**config.mk**
```make
export PLATFORM = sky130hd
export DESIGN_NAME = pipe_addsub_seg
export DESIGN_NICKNAME = d
export VERILOG_FILES = /design/src/rtl/pipe_addsub_pkg.sv /design/src/rtl/pipe_addsub_stage.sv /design/src/rtl/pipe_addsub_seg.sv
export SDC_FILE = /design/constraint.sdc
export NUM_CORES = 1
export LEC_CHECK = 0
export CAP_MARGIN = 5
export CORE_ASPECT_RATIO = 1.1
export CORE_MARGIN = 5
export CORE_UTILIZATION = 60
export CTS_BUF_LIST = sky130_fd_sc_hd__clkbuf_4 sky130_fd_sc_hd__clkbuf_8
export DETAILED_ROUTE_END_ITERATION = 10
export PLACE_DENSITY = 0.8
export SYNTH_ARGS = -nofsm -noshare
export SYNTH_HDL_FRONTEND = slang
export SYNTH_HIERARCHICAL = 1
export SYNTH_SLANG_ARGS = --single-unit
```
**constraint.sdc**
```tcl
create_clock -name clk -period 2.3 [get_ports clk]
set_input_delay 0.69 -clock clk [delete_from_list [all_inputs] [get_ports clk]]
set_output_delay 0.69 -clock clk [all_outputs]
set_load 0.01 [all_outputs]
```
**src/rtl/pipe_addsub_pkg.sv**
```systemverilog
// Shared types and elaboration helpers for the segmented pipelined adder/subtractor.
package pipe_addsub_pkg;

  // Control word carried from one segment stage to the next.
  typedef struct packed {
    logic valid;
    logic carry;
  } stage_ctl_t;

  function automatic int nseg(input int width, input int seg);
    return (seg > 0) ? width / seg : 1;
  endfunction

  function automatic bit seg_cfg_ok(input int width, input int seg);
    return (seg > 0) && (width >= seg) && (width % seg == 0);
  endfunction

endpackage

```
**src/rtl/pipe_addsub_stage.sv**
```systemverilog
// One pipeline segment: SEG-bit add with carry-in, registered sum slice and carry/valid.
module pipe_addsub_stage
  import pipe_addsub_pkg::*;
#(
  parameter int SEG = 4
) (
  input  logic           clk,
  input  logic           rst_n,
  input  logic           adv,
  input  logic [SEG-1:0] a_seg,
  input  logic [SEG-1:0] b_seg,
  input  stage_ctl_t     ctl_in,
  output logic [SEG-1:0] s_q,
  output stage_ctl_t     ctl_q
);

  logic [SEG:0] seg_sum;

  assign seg_sum = {1'b0, a_seg} + {1'b0, b_seg} + {{SEG{1'b0}}, ctl_in.carry};

  always_ff @(posedge clk or negedge rst_n) begin
    if (!rst_n) begin
      s_q   <= '0;
      ctl_q <= '0;
    end else if (adv) begin
      s_q   <= seg_sum[SEG-1:0];
      ctl_q <= '{valid: ctl_in.valid, carry: seg_sum[SEG]};
    end
  end

endmodule

```
**src/rtl/pipe_addsub_seg.sv**
```systemverilog
// Segmented pipelined adder/subtractor: stage 0 registers operands, then one
// carry-chained stage per SEG-bit segment with operand skew and result deskew.
module pipe_addsub_seg
  import pipe_addsub_pkg::*;
#(
  parameter int WIDTH = 32,
  parameter int SEG   = 4
) (
  input  logic             clk,
  input  logic             rst_n,
  input  logic             in_valid,
  output logic             in_ready,
  input  logic [WIDTH-1:0] a,
  input  logic [WIDTH-1:0] b,
  input  logic             cin,
  input  logic             sub,
  output logic             out_valid,
  input  logic             out_ready,
  output logic [WIDTH-1:0] sum,
  output logic             cout,
  output logic             ovf
);

  localparam int NSEG = nseg(WIDTH, SEG);

  if (!seg_cfg_ok(WIDTH, SEG)) begin : g_cfg_err
    $error("pipe_addsub_seg: WIDTH must be a non-zero multiple of SEG");
  end

  logic             adv;
  logic [WIDTH-1:0] a_p0, b_p0;
  stage_ctl_t       ctl_p0;
  logic [WIDTH-1:0] res_last;
  stage_ctl_t       ctl_last;
  logic             a_msb_last, b_msb_last;

  // The whole pipe moves together; a stalled output freezes every stage.
  assign adv      = !out_valid || out_ready;
  assign in_ready = adv;

  // Stage 0: capture operands, B already inverted for subtract.
  always_ff @(posedge clk or negedge rst_n) begin
    if (!rst_n) begin
      a_p0   <= '0;
      b_p0   <= '0;
      ctl_p0 <= '0;
    end else if (adv) begin
      a_p0   <= a;
      b_p0   <= sub ? ~b : b;
      ctl_p0 <= '{valid: in_valid, carry: cin};
    end
  end

  // Stages 1..NSEG: stage k adds segment k-1 and carries the rest along.
  for (genvar k = 1; k <= NSEG; k++) begin : g_seg
    localparam int OPW = WIDTH - (k - 1) * SEG;

    logic [OPW-1:0]     a_in, b_in;
    stage_ctl_t         ctl_in, ctl_q;
    logic [SEG-1:0]     s_q;
    logic [k*SEG-1:0]   res;

    if (k == 1) begin : g_first
      assign a_in   = a_p0;
      assign b_in   = b_p0;
      assign ctl_in = ctl_p0;
      assign res    = s_q;
    end else begin : g_next
      logic [(k-1)*SEG-1:0] lo_q;
      assign a_in   = g_seg[k-1].g_fwd.a_q;
      assign b_in   = g_seg[k-1].g_fwd.b_q;
      assign ctl_in = g_seg[k-1].ctl_q;
      assign res    = {s_q, lo_q};
      always_ff @(posedge clk or negedge rst_n) begin
        if (!rst_n)   lo_q <= '0;
        else if (adv) lo_q <= g_seg[k-1].res;
      end
    end

    pipe_addsub_stage #(.SEG(SEG)) u_stage (
      .clk    (clk),
      .rst_n  (rst_n),
      .adv    (adv),
      .a_seg  (a_in[SEG-1:0]),
      .b_seg  (b_in[SEG-1:0]),
      .ctl_in (ctl_in),
      .s_q    (s_q),
      .ctl_q  (ctl_q)
    );

    if (k < NSEG) begin : g_fwd
      logic [OPW-SEG-1:0] a_q, b_q;
      always_ff @(posedge clk or negedge rst_n) begin
        if (!rst_n) begin
          a_q <= '0;
          b_q <= '0;
        end else if (adv) begin
          a_q <= a_in[OPW-1:SEG];
          b_q <= b_in[OPW-1:SEG];
        end
      end
    end else begin : g_last
      // Operand sign bits travel with the top segment for the overflow flag.
      always_ff @(posedge clk or negedge rst_n) begin
        if (!rst_n) begin
          a_msb_last <= 1'b0;
          b_msb_last <= 1'b0;
        end else if (adv) begin
          a_msb_last <= a_in[SEG-1];
          b_msb_last <= b_in[SEG-1];
        end
      end
      assign res_last = res;
      assign ctl_last = ctl_q;
    end
  end

  assign out_valid = ctl_last.valid;
  assign sum       = res_last;
  assign cout      = ctl_last.carry;
  assign ovf       = (a_msb_last == b_msb_last) && (res_last[WIDTH-1] != a_msb_last);

endmodule
```
* Word-level counts from Yosys, hierarchy flattened *
Cells that the tools add are included.

word-level totals
  memories kept = 0
  memory bits (read-only) = 0
  bits in writable memories = 0
  register bits = 452
  latch bits = 0
  word-level logic and storage cells = 74

cells by class
  multipliers = 0
  bitwise logic cells = 1
  multiplexer cells = 1
  $add $sub $neg = 16
  shift operators = 0
  equal/unequal tests = 2
  $lt $le $gt $ge = 0
  div/mod/pow operators = 0
  reductions and logical operators = 3

operator list
  operator                                count
  4-bit by 4-bit adder with 5-bit output  8
  5-bit by 1-bit adder with 5-bit output  8
  32-bit 2-to-1 mux                       1
  32-bit inverter                         1
  1-bit equality test                     1
  1-bit logical AND                       1
  1-bit logical NOT                       1
  1-bit logical OR                        1
  1-bit != test                           1

* Logic depth before layout (Yosys ltp) *
Gate-level depths: netlist of the first run.

  depth in word-level cells = 2
  depth in mapped cells = 9

* Hierarchy *
Netlist of the first run, hierarchy kept.

modules (own cells, without submodules)
  module             times used  sequential area each (sq um)  cells each  area each (sq um)
  pipe_addsub_seg    1           10109.7                       894         15835.2
  pipe_addsub_stage  8           150.1                         34          392.9

* Worst setup path after synthesis of the first run *
OpenSTA, ideal clock, no wires.

  path type = input port to flip-flop
  start = input port out_ready
  end = register g_seg[1].u_stage.s_q[3]
  path slack = 0.273 ns
  library setup time = 0.139 ns
  stages = 9
  arrival = 1.888 ns
  cell sequence = nor2b_2 buf_6 inv_2 buf_6 buf_6 buf_6 and4bb_1 a311oi_1 o211ai_1

on the way
  longest elaborated chain between the ends = 1

RTL lines
  element               RTL line                 RTL
  from (decl)           pipe_addsub_seg.sv:18    input logic out_ready,
  1-bit logical OR      pipe_addsub_seg.sv:38    assign adv = !out_valid || out_ready;
  via in_ready          pipe_addsub_seg.sv:12    output logic in_ready,
  to (signal assigned)  pipe_addsub_stage.sv:26  s_q <= seg_sum[SEG-1:0];
  to (decl)             pipe_addsub_stage.sv:13  output logic [SEG-1:0] s_q,

The timed path passes the listed nets, and every way through them passes these cells.
A chain may end at the register's enable or synchronous reset.

* Worst setup path in the final report of the first run *
  start = register g_seg[8].g_next.lo_q[8]
  end = output port sum[8]

RTL lines
  element                 RTL line               RTL
  from (decl)             pipe_addsub_seg.sv:69  logic [(k-1)*SEG-1:0] lo_q;
  from (signal assigned)  pipe_addsub_seg.sv:76  else if (adv) lo_q <= g_seg[k-1].res;
  to (decl)               pipe_addsub_seg.sv:19  output logic [WIDTH-1:0] sum,

No word-level cell between the ends.

==> results of run 1 <==
metrics by stage:
stage / power (mW) / hold WS [ns]
final: 30.8 / 0.485
after global routing: 33.0 / 0.499
after CTS: 31.3 / 0.486
after detailed placement: 24.6 / 0.487
after global placement: 23.9 / 0.483
after floorplan: 21.9 / 0.394
worst reg2reg max path, cell delays in order (launching register included):
cell	delay (ns)
dfrtp_1	0.37
nor2b_4	0.23
buf_4	0.20
buf_12	0.45
mux2_2	0.52
what timing repair did:
action	in CTS	in global routing
endpoints found under the setup margin	2	2
hold buffers	1	0
resized for setup	5	2
hold endpoints to repair	27	0
metal layers:
layer | global-route usage [%] | up-vias | wire length (um)
met5 | 0 | - | 0
met4 | 5.53 | 0 | 458
met3 | 3.56 | 35 | 923
met2 | 27.2 | 130 | 13900
met1 | 24.0 | 4726 | 13200
li1 | - | 4409 | -
synth_stat cells (9+ instances only):
master   number  area, um2
buf_6        48        541
dfrtp_1     452      11300
ha_1         24        300
xor2_1       32        280
fa_1         16        320
mux2_2      329       3700
buf_2         9       45.0
mux2_4       99       1490
inv_1        48        180
logic make-up after synthesis:
kind of cell	Yosys count	synth area share (%)
AO/OA/AOI/OAI	41	1.40
XOR/XNOR	40	1.85
adder cells (fa/ha/maj)	40	3.27
buffers and inverters	106	4.05
flip-flops	452	59.6
multiplexers	436	27.8
AND/OR/NAND/NOR	51	2.05
flip-flops by register name, summed over array words and instances (netlist names):
name	flops
a_msb_last	1
b_msb_last	1
g_seg.u_stage/s_q	32
b_p0	32
a_p0	32
g_seg.u_stage/ctl_q	16
g_seg.g_fwd.a_q	112
g_seg.g_fwd.b_q	112
ctl_p0	2
g_seg.g_next.lo_q	112
area by class of cell:
type	instances	area (um2)	area share, %
clock buffer	111	1340	6.16
sequential	452	11300	52.0
clock inverter	7	47.5	0.219
tap	420	526	2.42
multi-input combinational	608	6900	31.8
inverter	49	191	0.881
timing repair buffer	134	1420	6.53
power groups by stage:
stage	registers (mW)	clock network [mW]	logic, mW
2_1_floorplan	13.4	0	8.45
3_3_place_gp	13.9	0	9.97
3_5_place_dp	14.1	0	10.5
4_1_cts	14.0	6.73	10.5
5_1_grt	14.5	7.09	11.5
6_report	13.9	6.51	10.4
how the worst max path moves through the flow:
stage                     slack (ns)                                  end                                 start
final                           0.08                               sum[8]   g_seg[8].g_next.lo_q[8]$_DFFE_PN0P_
after global routing            0.01                              sum[10]  g_seg[8].g_next.lo_q[10]$_DFFE_PN0P_
after CTS                       0.02                              sum[11]  g_seg[8].g_next.lo_q[11]$_DFFE_PN0P_
after detailed placement       -0.31    g_seg[3].g_fwd.b_q[2]$_DFFE_PN0P_                             out_ready
after global placement         -0.30    g_seg[4].g_fwd.a_q[1]$_DFFE_PN0P_                             out_ready
after floorplan                 0.27  g_seg[1].u_stage/s_q[3]$_DFFE_PN0P_                             out_ready
==> flow_summary_export.csv, run 1 <==
group,metric,value,unit
min_path,worst_hold_path.endpoint,"g_seg[6].g_next.lo_q[17]$_DFFE_PN0P_",
finish,final_util,69.4,%
logic_synthesis,synthCells,1166,
power,intPower,22.0,mW
routing,wl_per_cell,16.0,um
logic_synthesis,synth_edf_count,0,
timing,max_slew.worst_pin.slew,0.653,ns
clock_network,clock_latency,0.57,ns
routing,ant_nets,0,
finish,mostFrequentLayoutCells,"452 x dfrtp_1, 329 x mux2_2, 100 x clkdlybuf4s50_1, 99 x mux2_4, 81 x clkbuf_8",
setup_path,r2r_end,"g_seg[4].g_fwd.a_q[1]$_DFFE_PN0P_",
setup_path,cp-start-kind,"flip-flop",
timing,relSlewSlack,56.5,%
setup_path,reg2reg_slack,0.40,ns
global_routing,antenna_found_initial,0,
timing,final_hold_viol_count,0,
finish,fillers,2137,
timing,finalSetupTns,0,ns
placed_design,placed_cells,1662,
setup_path,critical_path.top_delay_family,"buffers and inverters",
clock_network,post_cts_buffers,0,
die,core_area,31300,um2
setup_path,cp_cell_sequence,"clkdlybuf4s50_1",
global_routing,grt_first_pass_wirelength,50.7,mm
logic_synthesis,ys_types,27,
setup_path,critPathRequiredTime,1.61,ns
logic_synthesis,ys_seq_area_share,59.6,%
setup_path,crit_type,"reg2out",
logic_synthesis,syn_nets,1276,
logic_synthesis,async_flop_share,100,%
setup_path,worstPathArrival,1.53,ns
die,start_util,60.6,%
placed_design,place_congestion,0.748,
finish,area_delta_synth_final,14.5,%
routing,wl,28.4,mm
power,clock_power_share,21.1,%
power,switchingPower,8.81,mW
finish,fin_area,21700,um2
logic_synthesis,ys.flop_type,"dfrtp_1",
timing,rsz0062_at_grt,"false",
routing,first_pass_iters,6,
setup_path,rr_worst_depth,4,
setup_path,slowest_delay,0.59,ns
clock_network,cts.sinks,452,
finish,drive_gt1_share,43.1,%
power,p_per_area,1420,nW/um2
timing,maxSlewViolCount,0,
global_routing,grt_pass1_vias,10113,
finish,diodes,0,
timing,setup_violations,0,
clock_network,cts-root-buf,"clkbuf_8",
job,drv_cap,0,
routing,drt-initial-drc-count,405,
global_routing,grt_max_degree,124,
logic_synthesis,synth_warnings,6,
logic_synthesis,syn_area_per_cell,16.3,um2
timing,setup_ws,0.0795,ns
power,p_sw_share,28.6,%
status,run_status,"complete, no violations",
clock_network,cts_made_buffers,70,
placed_design,pre_cts_ws,-0.315,ns
setup_path,worst-path-buf-inv,1,
logic_synthesis,ys_seq_elements,452,
placed_design,io_buffers,105,
timing,skew,0.0261,ns
clock_network,cts_tree,"done",
power,peakVddDrop,0.610,mV
setup_path,critPathCaptureType,"output port",
logic_synthesis,syn-cell-area,19000,um2
min_path,hp-start,"g_seg[5].u_stage/s_q[1]$_DFFE_PN0P_",
setup_path,r2r_start,"g_seg[8].u_stage/ctl_q[1]$_DFFE_PN0P_",
power,combPwrFrac,33.7,%
global_routing,grt_usage,17.1,%
min_path,min_path_cells,1,
timing,timing.final.crit_share,96.5,%
finish,finalNetCount,1425,
finish,layout_commonest_cell,"dfrtp_1",
timing,min_period,2.22,ns
die,fp.dieArea,35300,um2
global_routing,overflow,0,
placed_design,place_area,20300,um2
clock_network,cts_buffer_depth,3,
die,row_count,68,
clock_network,cts_max_level,3,
setup_path,critPathMaxFanout,2,
clock_network,clk_pin_slew,0.06,ns
routing,via_per_inst,5.22,
setup_path,worst-path-stages,1,
power,leakage,9.72,nW
routing,num_vias,9300,
min_path,worst_hold_path_type,"reg2reg",
timing,clock.fmax,450,MHz
die,fp.dieH,197,um
die,ios,106,
die,chipWidth,180,um
finish,stdcell_count,1781,
placed_design,hpwl,19.3,mm
routing,drc,0,
setup_path,crit_slowest_cell,"clkdlybuf4s50_1",
power,p_seq_share,45.2,%
Note: power is estimated with default switching activity, not from simulation.
==> run 2: changes to the inputs <==
--- a/config.mk
+++ b/config.mk
@@ -11,6 +11,7 @@
 export CORE_UTILIZATION = 60
 export CTS_BUF_LIST = sky130_fd_sc_hd__clkbuf_4 sky130_fd_sc_hd__clkbuf_8
 export DETAILED_ROUTE_END_ITERATION = 10
+export MAX_ROUTING_LAYER = met4
 export PLACE_DENSITY = 0.8
 export SYNTH_ARGS = -nofsm -noshare
 export SYNTH_HDL_FRONTEND = slang
==> run 2 against run 1 <==
Critical path depth did not move; via count barely moved; routed wire length barely moved; critical path type unchanged; critical endpoint is now sum[10]; highest routed layer unchanged.
==> flow_summary_export.csv, run 2 (synthesis results as in run 1) <==
group,metric,value,unit
timing,min_period,2.22,ns
setup_path,cp-start-kind,"flip-flop",
placed_design,placed_cells,1662,
finish,area_delta_synth_final,14.5,%
die,row_count,68,
timing,rsz0062_at_grt,"false",
finish,mostFrequentLayoutCells,"452 x dfrtp_1, 329 x mux2_2, 100 x clkdlybuf4s50_1, 99 x mux2_4, 81 x clkbuf_8",
global_routing,grt_pass1_vias,10106,
setup_path,crit_type,"reg2out",
die,start_util,60.6,%
clock_network,clock_latency,0.57,ns
finish,drive_gt1_share,43.1,%
placed_design,place_congestion,0.758,
routing,wl,28.5,mm
timing,clock.fmax,450,MHz
clock_network,cts.sinks,452,
placed_design,pre_cts_ws,-0.315,ns
finish,diodes,0,
timing,holdWs,0.484,ns
power,finalPower,30.8,mW
clock_network,cts_tree,"done",
setup_path,worst-path-buf-inv,1,
timing,timing.final.crit_share,96.6,%
finish,reg.largest.list,"g_seg.g_fwd.a_q x112, g_seg.g_fwd.b_q x112, g_seg.g_next.lo_q x112",
timing,final_hold_viol_count,0,
clock_network,cts_max_level,3,
setup_path,crit_end,"sum[10]",
die,ios,106,
die,chipWidth,180,um
die,core_area,31300,um2
routing,ant_nets,0,
clock_network,cts_made_buffers,70,
placed_design,hpwl,19.3,mm
setup_path,crit_slowest_cell,"clkdlybuf4s50_1",
global_routing,grt_max_degree,124,
global_routing,grt_first_pass_wirelength,50.8,mm
global_routing,antenna_found_initial,0,
finish,stdcell_count,1781,
global_routing,grt_usage,17.6,%
setup_path,r2r_end,"g_seg[4].g_fwd.a_q[1]$_DFFE_PN0P_",
timing,setup_ws,0.0785,ns
setup_path,critical_path.top_delay_family,"buffers and inverters",
setup_path,worst-path-stages,1,
power,leakage,9.72,nW
timing,relSlewSlack,56.2,%
setup_path,reg2reg_slack,0.39,ns
routing,first_pass_iters,6,
placed_design,place_area,20300,um2
global_routing,overflow,0,
routing,drc,0,
setup_path,cp_cell_sequence,"clkdlybuf4s50_1",
clock_network,cts-root-buf,"clkbuf_8",
setup_path,worstPathArrival,1.53,ns
setup_path,crit_start,"g_seg[8].g_next.lo_q[10]$_DFFE_PN0P_",
power,p_per_area,1420,nW/um2
timing,setup_violations,0,
die,fp.dieArea,35300,um2
routing,drt-initial-drc-count,389,
placed_design,io_buffers,105,
power,peakVddDrop,0.612,mV
timing,skew,0.0257,ns
setup_path,rr_worst_depth,4,
finish,fin_area,21700,um2
die,fp.dieH,197,um
status,run_status,"complete, no violations",
timing,maxSlewViolCount,0,
setup_path,r2r_start,"g_seg[8].u_stage/ctl_q[1]$_DFFE_PN0P_",
timing,finalSetupTns,0,ns
setup_path,critPathCaptureType,"output port",
clock_network,cts_buffer_depth,3,
timing,max_slew.worst_pin.slew,0.657,ns
finish,final_util,69.4,%
finish,fillers,2137,
job,drv_cap,0,
routing,num_vias,9302,
finish,layout_commonest_cell,"dfrtp_1",
min_path,worst_hold_path_type,"reg2reg",
setup_path,critPathMaxFanout,2,
setup_path,critPathRequiredTime,1.61,ns
routing,via_per_inst,5.22,
setup_path,slowest_delay,0.56,ns
clock_network,clk_pin_slew,0.06,ns
routing,wl_per_cell,16.0,um
finish,finalNetCount,1425,
run 2: cell counts in the layout (fill, tap and decap cells not counted):
No cell type changed its count.
run 2: what timing repair did:
action                     in CTS  in global routing
setup endpoints to repair       2                  2
hold buffers                    1                  0
resized for setup               5                  2
setup buffers                   0                  0
hold endpoints to repair       27                  0
run 2: worst min-delay path by stage:
stage | startpoint | end | slack, ns | cells after the start
finish | g_seg[5].u_stage/s_q[1]$_DFFE_PN0P_ | g_seg[6].g_next.lo_q[17]$_DFFE_PN0P_ | 0.48 | 1
detailed placement | g_seg[3].g_fwd.a_q[5]$_DFFE_PN0P_ | g_seg[4].g_fwd.a_q[1]$_DFFE_PN0P_ | 0.49 | 1
global placement | g_seg[1].g_fwd.b_q[14]$_DFFE_PN0P_ | g_seg[2].g_fwd.b_q[10]$_DFFE_PN0P_ | 0.48 | 1
global route | g_seg[1].g_fwd.b_q[9]$_DFFE_PN0P_ | g_seg[2].g_fwd.b_q[5]$_DFFE_PN0P_ | 0.50 | 1
CTS | g_seg[1].g_fwd.b_q[9]$_DFFE_PN0P_ | g_seg[2].g_fwd.b_q[5]$_DFFE_PN0P_ | 0.49 | 1
floorplan | rst_n | a_msb_last$_DFFE_PN0P_ | 0.39 | 0
run 2: layer usage:
layer / share of wire (%) / GRT usage [%] / wire length [um] / vias to the layer above
met3: 3.1 / 3.45 / 886 / 36
met5: 0 / - / 0 / -
li1: - / - / - / 4411
met2: 49 / 27.2 / 13900 / 130
met4: 1.7 / 5.53 / 470 / 0
met1: 47 / 24.1 / 13200 / 4725
run 2: layout make-up:
type | instances | area, um2 | area share [%]
timing repair buffer | 134 | 1420 | 6.53
inverter | 49 | 191 | 0.881
multi-input combinational | 608 | 6900 | 31.8
sequential | 452 | 11300 | 52.0
clock buffer | 111 | 1340 | 6.16
clock inverter | 7 | 47.5 | 0.219
tap | 420 | 526 | 2.42
run 2: where the power goes:
part	total [mW]	switching (mW)	internal [mW]
sequential	13.9	2.10	11.8
clock	6.51	2.82	3.68
combinational	10.4	3.89	6.47
==> run 3: changes to the inputs <==
--- a/config.mk
+++ b/config.mk
@@ -5,6 +5,7 @@
 export SDC_FILE = /design/constraint.sdc
 export NUM_CORES = 1
 export LEC_CHECK = 0
+export ABC_AREA = 1
 export CAP_MARGIN = 5
 export CORE_ASPECT_RATIO = 1.1
 export CORE_MARGIN = 5
==> run 3 against run 2 <==
Setup slack gained 0.0048 ns; utilization grew 1.7 points; global-route usage grew 4.6 points; sequential power is essentially flat; cell count grew 55%; count of clock-buffer cells in the layout is the same; register-to-register slack gained 0.09 ns; via count grew 47%; critical path depth is the same; critical path type unchanged.
==> flow_summary_export.csv, run 3 <==
group,metric,value,unit
status,run_status,"complete, no violations",
routing,ant_nets,0,
setup_path,critPathRequiredTime,1.61,ns
global_routing,grt_first_pass_wirelength,63.3,mm
clock_network,cts-root-buf,"clkbuf_8",
die,fp.dieH,195,um
setup_path,worst-path-stages,1,
setup_path,critical_path.top_delay_family,"buffers and inverters",
routing,first_pass_iters,5,
timing,max_slew.worst_pin.slew,0.515,ns
clock_network,cts_tree,"done",
die,row_count,67,
setup_path,worst-path-buf-inv,1,
setup_path,r2r_start,"g_seg[8].u_stage/ctl_q[1]$_DFFE_PN0P_",
logic_synthesis,netlist.area_leader.share,60.5,%
global_routing,antenna_found_initial,0,
logic_synthesis,synth_warnings,6,
timing,timing.final.crit_share,96.4,%
global_routing,grt_usage,22.2,%
die,core_area,30600,um2
setup_path,crit_type,"reg2out",
clock_network,clk_pin_slew,0.06,ns
logic_synthesis,ys.flop_type,"dfrtp_1",
setup_path,rr_worst_depth,7,
logic_synthesis,synth_edf_count,0,
power,p_per_area,1350,nW/um2
routing,wl,36.0,mm
logic_synthesis,ys_top_cells_by_count,"1312 x nand2_1, 452 x dfrtp_1, 99 x inv_1",
logic_synthesis,async_flop_share,100,%
logic_synthesis,synthCells,2167,
finish,area_delta_synth_final,16.5,%
logic_synthesis,ys_types,22,
routing,via_per_inst,4.98,
finish,drive_gt1_share,8.67,%
die,fp.dieArea,34800,um2
logic_synthesis,ys_seq_area_share,60.5,%
die,ios,106,
clock_network,cts_max_level,3,
timing,finalSetupTns,0,ns
routing,wl_per_cell,13.1,um
timing,maxSlewViolCount,0,
setup_path,worstPathArrival,1.53,ns
timing,final_hold_viol_count,0,
setup_path,crit_end,"out_valid",
finish,finalNetCount,2401,
placed_design,pre_cts_ws,-0.283,ns
die,chipWidth,178,um
job,drv_cap,0,
timing,clock.fmax,451,MHz
logic_synthesis,synth_area_leaders,"dfrtp_1 61%, nand2_1 26%, inv_1 2.0%",
clock_network,clock_latency,0.58,ns
power,peakVddDrop,0.654,mV
finish,diodes,0,
logic_synthesis,netlist.top_cell.by_area,"dfrtp_1",
logic_synthesis,syn_area_per_cell,8.62,um2
logic_synthesis,syn-cell-area,18700,um2
power,finalPower,29.5,mW
clock_network,cts.sinks,452,
clock_network,cts_made_buffers,69,
die,start_util,61.1,%
logic_synthesis,ys_seq_elements,452,
finish,fillers,2290,
finish,mostFrequentLayoutCells,"1312 x nand2_1, 451 x dfrtp_1, 101 x clkdlybuf4s50_1, 98 x inv_1, 90 x clkbuf_8",
setup_path,crit_slowest_cell,"clkdlybuf4s50_1",
clock_network,cts_buffer_depth,3,
timing,setup_ws,0.0833,ns
setup_path,r2r_end,"g_seg[6].u_stage/ctl_q[0]$_DFFE_PN0P_",
global_routing,overflow,0,
global_routing,grt_pass1_vias,13630,
routing,drc,0,
finish,reg.largest.list,"g_seg.g_fwd.a_q x112, g_seg.g_fwd.b_q x112, g_seg.g_next.lo_q x112",
setup_path,cp-start-kind,"flip-flop",
logic_synthesis,yosysMostFrequentCell,"nand2_1",
setup_path,critPathMaxFanout,3,
placed_design,io_buffers,105,
setup_path,cp_cell_sequence,"clkdlybuf4s50_1",
routing,drt-initial-drc-count,960,
placed_design,place_congestion,0.824,
placed_design,hpwl,24.0,mm
power,leakage,11.7,nW
min_path,worst_hold_path_type,"reg2reg",
setup_path,reg2reg_slack,0.48,ns
timing,min_period,2.22,ns
routing,num_vias,13712,
finish,layout_commonest_cell,"nand2_1",
setup_path,crit_start,"g_seg[8].u_stage/ctl_q[1]$_DFFE_PN0P_",
logic_synthesis,syn_nets,2277,
timing,skew,0.0222,ns
timing,relSlewSlack,65.7,%
timing,setup_violations,0,
setup_path,slowest_delay,0.55,ns
setup_path,critPathCaptureType,"output port",
global_routing,grt_max_degree,95,
-- run 3: changes by cell type in the layout (fill, tap and decap cells not counted), moves of 29 or more --
cell,change
nand3_1,+51
inv_1,+50
mux2_2,-329
mux2_4,-99
xor2_1,-29
nand2_1,+1311
-- run 3: timing repair --
item                                    CTS  global route
hold endpoints to repair                  6             0
hold buffers                              1             0
endpoints found under the setup margin    3             3
buffers inserted                          2             0
resized for setup                         4             4
-- run 3: worst min path at each step --
stage | cells after the start | from | slack, ns | end
after detailed placement | 2 | g_seg[8].g_next.lo_q[9]$_DFFE_PN0P_ | 0.46 | g_seg[8].g_next.lo_q[9]$_DFFE_PN0P_
final | 2 | g_seg[6].g_fwd.b_q[4]$_DFFE_PN0P_ | 0.47 | g_seg[7].g_fwd.b_q[0]$_DFFE_PN0P_
after floorplan | 0 | rst_n | 0.39 | a_msb_last$_DFFE_PN0P_
after CTS | 2 | g_seg[6].g_fwd.b_q[4]$_DFFE_PN0P_ | 0.46 | g_seg[7].g_fwd.b_q[0]$_DFFE_PN0P_
after global routing | 2 | g_seg[5].u_stage/ctl_q[1]$_DFFE_PN0P_ | 0.48 | g_seg[5].u_stage/ctl_q[1]$_DFFE_PN0P_
after global placement | 2 | g_seg[8].g_next.lo_q[26]$_DFFE_PN0P_ | 0.45 | g_seg[8].g_next.lo_q[26]$_DFFE_PN0P_
-- run 3: final cells by class --
type / count / area [um2] / share of cell area (%)
repair buffers: 148 / 1590 / 7.31
well taps: 414 / 518 / 2.38
clock inverters: 11 / 109 / 0.500
flip-flops and latches: 452 / 11300 / 52.0
clock buffers: 111 / 1400 / 6.42
multi-input cells: 1512 / 6430 / 29.6
inverters: 108 / 405 / 1.86
-- run 3: power breakdown --
| part | internal (mW) | switching, mW | total (mW) |
|---|---|---|---|
| Combinational | 3.72 | 5.15 | 8.87 |
| Clock | 3.99 | 2.96 | 6.94 |
| Sequential | 11.5 | 2.11 | 13.7 |
-- run 3: layer usage --
layer	routed length (um)	vias to the layer above	share of wire, %	GRT usage [%]
met1	16400	6553	46	30.2
met2	17600	265	49	35.4
met5	0	-	0	-
li1	-	6838	-	-
met3	1280	56	3.6	3.06
met4	711	0	2.0	6.57
-- run 3: kinds of logic (layout without fill, tap and decap cells) --
family / Yosys count / in the layout / synth area share (%)
DFF: 452 / 452 / 60.5
and+or+nand+nor: 1405 / 1405 / 28.9
xor gates and xnor gates: 3 / 3 / 0.141
buffers and inverters: 203 / 378 / 5.12
AOI/OAI and AO/OA: 64 / 64 / 1.94
adders and majority gates: 40 / 40 / 3.32
-- run 3: through the flow --
stage	util, %	area (um2)	std cells	hold WS [ns]
2_1_floorplan	-	18700	2167	0.394
4_1_cts	71.1	21800	2756	0.456
5_1_grt	71.1	21800	2756	0.484
3_5_place_dp	66.1	20200	2631	0.458
6_report	71.1	21800	2756	0.465
3_3_place_gp	66.1	20200	2631	0.452
